`src/rtl/dispatch_buffer_pkg.sv`:
```
// Shared constants for the decode -> dispatch interface.
// Queue codes, ctrl field positions and packet field widths are used by
// decode and by dispatch_buffer alike so both sides agree on the encoding.
package dispatch_buffer_pkg;

    // Target issue queue carried in ctrl[2:1]
    typedef enum logic [1:0] {
        QUEUE_NONE = 2'b00,
        QUEUE_MEMQ = 2'b01,
        QUEUE_ALUQ = 2'b10
    } queue_e;

    // ctrl = {pry[1:0], queue[1:0], valid}
    localparam int unsigned CTRL_W        = 5;
    localparam int unsigned CTRL_VALID    = 0;
    localparam int unsigned CTRL_QUEUE_LO = 1;
    localparam int unsigned CTRL_QUEUE_HI = 2;
    localparam int unsigned CTRL_PRY_LO   = 3;
    localparam int unsigned CTRL_PRY_HI   = 4;

    // Packet field widths; packet = {uop, regs, func, imm, pry, brmask}
    localparam int unsigned UOP_W  = 7;
    localparam int unsigned REGS_W = 15;
    localparam int unsigned FUNC_W = 10;
    localparam int unsigned IMM_W  = 32;
    localparam int unsigned PRY_W  = 2;

    // Packet width excluding the branch mask (7+15+10+32+2)
    localparam int unsigned PKT_BASE_W = UOP_W + REGS_W + FUNC_W + IMM_W + PRY_W;

    // Only the MEMQ code goes to the memory queue; every other code is ALU work
    function automatic logic is_memq(input logic [1:0] queue);
        return queue == QUEUE_MEMQ;
    endfunction

endpackage

```
`src/rtl/dispatch_fifo_mem.sv`:
```
// Packet storage for dispatch_buffer: DEPTH x WIDTH register array,
// one synchronous write port, one asynchronous read port.
module dispatch_fifo_mem #(
    parameter int unsigned WIDTH = 72,
    parameter int unsigned DEPTH = 4,
    localparam int unsigned AW   = $clog2(DEPTH)
) (
    input  logic             i_clk,
    input  logic             i_we,
    input  logic [AW-1:0]    i_waddr,
    input  logic [WIDTH-1:0] i_wdata,
    input  logic [AW-1:0]    i_raddr,
    output logic [WIDTH-1:0] o_rdata
);

    logic [WIDTH-1:0] r_mem [DEPTH];

    // Write the addressed entry when enabled; contents need no reset
    always_ff @(posedge i_clk) begin
        if (i_we) begin
            r_mem[i_waddr] <= i_wdata;
        end
    end

    assign o_rdata = r_mem[i_raddr];

endmodule

```
`src/rtl/dispatch_buffer.sv`:
```
// In-order dispatch FIFO between decode and the MEMQ/ALUQ issue queues.
// The head entry is routed by its queue code and leaves only when its own
// queue is ready, so a blocked head holds back every younger entry.
// Optional feature macro: DISPATCH_BYPASS_EN (empty-buffer same-cycle bypass).
module dispatch_buffer
    import dispatch_buffer_pkg::*;
#(
    parameter int unsigned WIDTH_BRM = 6,
    parameter int unsigned DEPTH     = 4,
    localparam int unsigned CW       = $clog2(DEPTH) + 1
) (
    input  logic                 i_clk,
    input  logic                 i_rst,
    input  logic [UOP_W-1:0]     i_uop,
    input  logic [REGS_W-1:0]    i_regs,
    input  logic [FUNC_W-1:0]    i_func,
    input  logic [CTRL_W-1:0]    i_ctrl,
    input  logic [IMM_W-1:0]     i_imm,
    input  logic [WIDTH_BRM-1:0] i_brmask,
    input  logic                 i_flush,
    output logic                 o_stall,
    output logic                 o_mem_valid,
    input  logic                 i_mem_ready,
    output logic                 o_alu_valid,
    input  logic                 i_alu_ready,
    output logic [UOP_W-1:0]     o_uop,
    output logic [REGS_W-1:0]    o_regs,
    output logic [FUNC_W-1:0]    o_func,
    output logic [IMM_W-1:0]     o_imm,
    output logic [PRY_W-1:0]     o_pry,
    output logic [WIDTH_BRM-1:0] o_brmask,
    output logic [CW-1:0]        o_count
);

    localparam int unsigned PW    = $clog2(DEPTH);
    localparam int unsigned PKT_W = PKT_BASE_W + WIDTH_BRM;

    // Pointer / occupancy state
    logic [PW-1:0]    r_wr_ptr;
    logic [PW-1:0]    r_rd_ptr;
    logic [CW-1:0]    r_count;
    logic [DEPTH-1:0] r_route_mem;

    // Datapath wires
    logic [PKT_W-1:0] w_in_pkt;
    logic [PKT_W-1:0] w_fifo_pkt;
    logic [PKT_W-1:0] w_head_pkt;
    logic             w_in_mem;
    logic             w_fifo_valid;
    logic             w_head_valid;
    logic             w_head_mem;
    logic             w_enq;
    logic             w_deq;
    logic             w_bypass;
    logic             w_push;
    logic             w_pop;

    assign w_in_pkt = {i_uop, i_regs, i_func, i_imm,
                       i_ctrl[CTRL_PRY_HI:CTRL_PRY_LO], i_brmask};
    assign w_in_mem = is_memq(i_ctrl[CTRL_QUEUE_HI:CTRL_QUEUE_LO]);

    // Full is judged from registered occupancy only, never from this cycle's readies
    assign o_stall = (r_count == CW'(DEPTH));
    assign w_enq   = i_ctrl[CTRL_VALID] & ~o_stall;

    assign w_fifo_valid = (r_count != '0);

`ifdef DISPATCH_BYPASS_EN
    // Empty buffer: present the incoming packet at the head in the same cycle.
    // A flush in that cycle kills the bypass so nothing is offered downstream.
    assign w_bypass     = ~w_fifo_valid & w_enq & ~i_flush;
    assign w_head_valid = w_fifo_valid | w_bypass;
    assign w_head_mem   = w_bypass ? w_in_mem : r_route_mem[r_rd_ptr];
    assign w_head_pkt   = w_bypass ? w_in_pkt : w_fifo_pkt;
`else
    assign w_bypass     = 1'b0;
    assign w_head_valid = w_fifo_valid;
    assign w_head_mem   = r_route_mem[r_rd_ptr];
    assign w_head_pkt   = w_fifo_pkt;
`endif

    assign o_mem_valid = w_head_valid &  w_head_mem;
    assign o_alu_valid = w_head_valid & ~w_head_mem;
    assign {o_uop, o_regs, o_func, o_imm, o_pry, o_brmask} = w_head_pkt;
    assign o_count = r_count;

    assign w_deq = (o_mem_valid & i_mem_ready) | (o_alu_valid & i_alu_ready);

    // A bypassed packet that is consumed immediately never occupies an entry;
    // a bypassed packet whose queue is not ready is stored like any other.
    assign w_push = w_enq & ~i_flush & ~i_rst & ~(w_bypass & w_deq);
    assign w_pop  = w_deq & ~w_bypass;

    dispatch_fifo_mem #(
        .WIDTH (PKT_W),
        .DEPTH (DEPTH)
    ) u_mem (
        .i_clk   (i_clk),
        .i_we    (w_push),
        .i_waddr (r_wr_ptr),
        .i_wdata (w_in_pkt),
        .i_raddr (r_rd_ptr),
        .o_rdata (w_fifo_pkt)
    );

    // Record each stored entry's target queue alongside its payload
    always_ff @(posedge i_clk) begin
        if (w_push) begin
            r_route_mem[r_wr_ptr] <= w_in_mem;
        end
    end

    // Pointer and occupancy update; flush empties the buffer by aligning read to write
    always_ff @(posedge i_clk) begin
        if (i_rst) begin
            r_wr_ptr <= '0;
            r_rd_ptr <= '0;
            r_count  <= '0;
        end else if (i_flush) begin
            r_rd_ptr <= r_wr_ptr;
            r_count  <= '0;
        end else begin
            if (w_push) begin
                r_wr_ptr <= r_wr_ptr + PW'(1);
            end
            if (w_pop) begin
                r_rd_ptr <= r_rd_ptr + PW'(1);
            end
            case ({w_push, w_pop})
                2'b10:   r_count <= r_count + CW'(1);
                2'b01:   r_count <= r_count - CW'(1);
                default: r_count <= r_count;
            endcase
        end
    end

endmodule

```
`config.mk`:
```
export PLATFORM = sky130hd
export DESIGN_NAME = dispatch_buffer
export DESIGN_NICKNAME = d
export VERILOG_FILES = /design/src/rtl/dispatch_buffer_pkg.sv /design/src/rtl/dispatch_fifo_mem.sv /design/src/rtl/dispatch_buffer.sv
export SDC_FILE = /design/constraint.sdc
export NUM_CORES = 1
export LEC_CHECK = 0
export ABC_AREA = 1
export CAP_MARGIN = 15
export CORE_ASPECT_RATIO = 0.8
export CORE_MARGIN = 4
export CORE_UTILIZATION = 45
export CTS_BUF_LIST = sky130_fd_sc_hd__clkbuf_4 sky130_fd_sc_hd__clkbuf_8 sky130_fd_sc_hd__clkbuf_16
export DETAILED_ROUTE_END_ITERATION = 7
export DONT_BUFFER_PORTS = 1
export PLACE_DENSITY = 0.64
export SKIP_LAST_GASP = 1
export SYNTH_ARGS = -nofsm -noshare
export SYNTH_HDL_FRONTEND = slang
export SYNTH_SLANG_ARGS = --single-unit
export TNS_END_PERCENT = 10
```
`constraint.sdc`:
```
create_clock -name i_clk -period 15.62 [get_ports i_clk]
set_input_delay 3.124 -clock i_clk [delete_from_list [all_inputs] [get_ports i_clk]]
set_output_delay 3.124 -clock i_clk [all_outputs]
set_load 0.005 [all_outputs]
```
# Word-level counts from Yosys, hierarchy flattened
# Memory sizes are Yosys's and may differ from the RTL's. A register that Yosys moved wholly into a read port is not among the register bits.
# Index checks and enable logic that the tools add are counted.
[op_classes]
bitwise = 12
eq_ne = 4
magnitude_cmp = 3
add_sub_neg = 4
reduce_logical = 6
mux = 12
[ops]
columns = ["op", "count"]
rows = [
  ["2-bit 2-to-1 mux", 4],
  ["1-bit AND", 7],
  ["2-bit by 3-bit less-than comparator with 1-bit output, second input constant", 2],
  ["3-bit case mux with 2 select lines", 1],
  ["2-bit by 1-bit adder with 2-bit output, second input constant", 2],
  ["4-bit bitwise mux", 1],
  ["2-bit by 1-bit equality test with 1-bit output, second input constant", 2],
  ["1-bit 2-to-1 mux", 4],
  ["1-bit inverter", 4],
  ["2-bit nonzero test", 2],
  ["3-bit by 1-bit adder with 3-bit output, second input constant", 1],
  ["3-bit equality test, second input constant", 1],
  ["3-bit nonzero test", 1],
  ["3-bit by 1-bit subtractor with 3-bit output, second input constant", 1],
  ["1-bit binary-select mux with 2-bit select", 1],
  ["1-bit demux with 2-bit select", 1],
  ["2-bit equality test, second input constant", 1],
  ["2-bit by 1-bit >= comparator with 1-bit output, second input constant", 1],
  ["2-bit AND reduction", 1],
  ["2-bit OR reduction", 1],
  ["1-bit logical AND", 1],
  ["1-bit bitwise OR", 1],
]
[word_totals]
input_bits = 80
register_bits = 11
mem_count = 1
word_cells = 46
ram_bits = 288
[memory_table]
columns = ["memory", "words", "width", "rd", "rd_clocked_by_memory_dff", "write_ports", "line", "text"]
rows = [
  ["u_mem.r_mem", 4, 72, 1, 1, 1, "dispatch_fifo_mem.sv:16", "logic [WIDTH-1:0] r_mem [DEPTH];"],
]

# Depth between registers and ports, before layout
[logic_depth]
ltp_word = 10
mapped_depth = 13

# By module
# From an unflattened synthesis, not the netlist that was laid out.
[unflattened]
hier_cells = 1216
area_unflattened_um2 = 12788.5
[modules_own_cells]
columns = ["module", "seq_area_each_um2", "area_per_inst_um2", "cells_each", "n_inst"]
rows = [
  ["dispatch_fifo_mem", 8648.3, 12129.1, 1135, 1],
  ["dispatch_buffer", 260.2, 659.4, 81, 1],
]

# Least setup slack after synthesis
# OpenSTA, ideal clock, no wires.
[synth_path]
kind = "input -> register"
startpoint = "input port i_ctrl[0]"
endpoint = "register r_route_mem[0], enable pin"
setup_ns = 0.505
cell_stages = 4
t_required_ns = 15.115
arrival_ns = 6.709
path_slack_ns = 8.406
n_path_buf = 0
cell_sequence = "inv_1 -> nor4_2 -> inv_2 -> nor2_1"
[synth_between]
elab_chain_len = 3
[synth_lines]
columns = ["element", "line", "text"]
rows = [
  ["from (decl)", "dispatch_buffer.sv:17", "input logic [CTRL_W-1:0] i_ctrl,"],
  ["1-bit AND", "dispatch_buffer.sv:64", "assign w_enq = i_ctrl[CTRL_VALID] & ~o_stall;"],
  ["1-bit AND (2 in a row)", "dispatch_buffer.sv:91", "assign w_push = w_enq & ~i_flush & ~i_rst & ~(w_bypass & w_deq);"],
  ["to (signal, indexed assignment)", "dispatch_buffer.sv:109", "r_route_mem[r_wr_ptr] <= w_in_mem;"],
  ["to (decl)", "dispatch_buffer.sv:42", "logic [DEPTH-1:0] r_route_mem;"],
]
# Every way passes these cells.
# A chain may end at the register's enable or synchronous reset.

==> reports/qor.yml <==
status:
  status: "finished clean"
sta:
  slew_viol_final: 0
  period_share_pct: 38.1
  hold_viol: 0
  tns_ns: 0
  slew_headroom_pct: 35.6
  fin_skew_ns: 0.0171
  max_freq_mhz: 168
  worstMarginPinSlew_ns: 0.967
  setup_viol: 0
  rsz0062_at_grt: "false"
  post-route-min-period_ns: 5.96
  timing.hold.ws_ns: 0.530
floorplanning:
  die_x_um: 185
  fp-row-count: 51
  die-area_sq_um: 27700
  core_sq_um: 24500
  initial_core_util_pct: 46.1
  dieHeight_um: 150
  ios: 158
worst_setup_path:
  cp_max_fo: 76
  worst_setup_path_start_kind: "flip-flop"
  path_class: "flip-flop to primary output"
  endpoint: "o_imm[8]"
  reg2reg_setup_slack_ns: 12.79
  rr_startpoint: "o_count[0]"
  endpoint_kind: "primary output"
  r2r-end: "u_mem.r_mem[2][50]"
  critical_path_required_ns: 12.50
  worstPathArrival_ns: 2.83
  rr_worst_depth: 5
route:
  ant_nets: 0
  drtIter0Drc: 420
  drt-pass1-iter-count: 6
  finalWirelength_um: 22300
  viasPerCell: 5.49
  avgRoutedWirePerCell_um: 20.0
  drc: 0
  via_count: 6117
job:
  maxCapViolCount: 0
yosys:
  synth-seq-area-share_pct: 79.3
  syn_avg_cell_area_sq_um: 14.5
  synth_area_sq_um: 11300
  yosys.area.top_type_share_pct: 77.7
  ys_warn_count: 0
  mappedNetlistNets: 866
  ys_types: 25
  ys_seq_elements: 301
  synthTopCellsByArea: "edfxtp_1 (78%), o21ai_0 (6.6%), nor2_1 (5.1%)"
  yosysTopAreaCell: "edfxtp_1"
  syn_inst: 780
clock_network:
  ctsHoldBuffers: 0
  clockRootBuffer: "clkbuf_16"
  cts_tree: "yes"
  cts_buffers: 29
  cts_resized: 0
  cts_htree_levels: 1
  cts_setup_buffers: 0
  clk_latency_ns: 0.54
  clk_pin_slew_ns: 0.07
  cts_buffer_depth: 3
  cts_sinks: 301
pwr:
  leakage_nw: 3.97
  power_density_nw_per_um2: 130
  vdd_ir_drop_max_mv: 0.100
grt:
  grtUsageTotal_pct: 15.6
  grt_max_degree: 83
  grt_antenna_before_repair: 0
  grt_pass1_wl_um: 33900
  grt_pass1_vias: 5989
  grt_overflow: 0
hold_path:
  holdCritPathClass: "flip-flop to flip-flop"
placed_design:
  place.port_buffers: 0
  gp_congestion: 0.724
  place_hpwl_um: 12600
finish:
  area_delta_synth_final_pct: 10.4
  drive_gt1_share_pct: 8.91
  num-nets-final: 861
  insertedDiodeCount: 0
-- critical path, stage by stage (launching register included) --
cell and delay [ns]:
dfxtp_4 0.53, inv_4 0.56, buf_4 0.71, o21ai_0 0.21, o22ai_1 0.24
-- cell usage in the layout (no fill, tap or decap), drive strengths merged, types with 9 or more instances in the layout --
master and count:
edfxtp 292, nor2 153, o21ai 150, o22ai 72, clkbuf 34, inv 22
clkinv 16, nand2 11, buf 10, a21oi 9, dfxtp 9
-- report_power, final --
part           leakage (nW)  total [mW]  switching, mW  internal (mW)
logic                 0.821      0.0775         0.0568         0.0207
registers              2.71       0.904        0.00740          0.896
clock network         0.436       0.640          0.277          0.363
total                  3.97        1.62          0.341           1.28
-- cells by family after synthesis --
logic type               share of synthesized area (%)
AND/OR/NAND/NOR                                   6.18
buffers and inverters                             2.62
flip-flops                                        79.3
adder cells (fa/ha/maj)                          0.731
AO/OA/AOI/OAI                                     11.2
-- worst min-delay path by stage --
| stage | startpoint | endpoint | slack, ns | depth (start not counted) |
|---|---|---|---|---|
| 6_report | o_count[2] | o_count[2] | 0.53 | 2 |
| 5_1_grt | o_count[2] | o_count[2] | 0.56 | 2 |
| 4_1_cts | o_count[2] | o_count[2] | 0.53 | 2 |
| 3_5_place_dp | o_count[2] | o_count[2] | 0.52 | 2 |
| 3_3_place_gp | o_count[2] | o_count[2] | 0.52 | 2 |
| 2_1_floorplan | o_count[0] | o_count[0] | 0.48 | 1 |
-- stage by stage --
stage / instances / setup slack, ns / power [mW] / util, % / area (sq um)
floorplan: 780 / 8.41 / 0.980 / - / 11300
global placement: 1062 / 10.06 / 0.999 / 47.3 / 11600
detailed placement: 1062 / 10.0 / 1.00 / 47.3 / 11600
CTS: 1115 / 9.53 / 1.64 / 50.8 / 12500
global route: 1115 / 9.42 / 1.68 / 50.8 / 12500
finish: 1115 / 9.66 / 1.62 / 50.8 / 12500
-- metal layers --
layer / global-route usage (%) / vias up / share of wire (%)
met3: 6.05 / 38 / 9.1
li1: - / 2909 / -
met2: 24.4 / 168 / 46
met1: 21.0 / 3002 / 43
met5: 0 / - / 0
met4: 3.48 / 0 / 1.9
-- synth_stat cells, drive strengths merged --
library cell	instances
nor3	1
o22ai	72
clkbuf	29
dfxtp	9
inv	21
nor4	1
a21oi	9
o31ai	1
ha	5
o21ai	150
nand3	5
edfxtp	292
o21bai	1
nand2	11
buf	17
fa	1
nor2	153
nand4	2
-- final cells by class --
| class | count | area, sq um |
|---|---|---|
| Inverter | 21 | 81.3 |
| Tap cell | 318 | 398 |
| Clock inverter | 19 | 113 |
| Sequential cell | 301 | 8950 |
| Timing Repair Buffer | 10 | 75.1 |
| Multi-Input combinational cell | 412 | 2080 |
| Clock buffer | 34 | 763 |
| Fill cell | 2032 | 12000 |
-- state kept, by name (all words and copies together), names as in the netlist, named ones only --
register / flops
r_wr_ptr: 2
o_count: 3
r_rd_ptr: 2
u_mem.r_mem: 288
r_route_mem: 4
No activity file was read; power rests on OpenSTA's default activity.
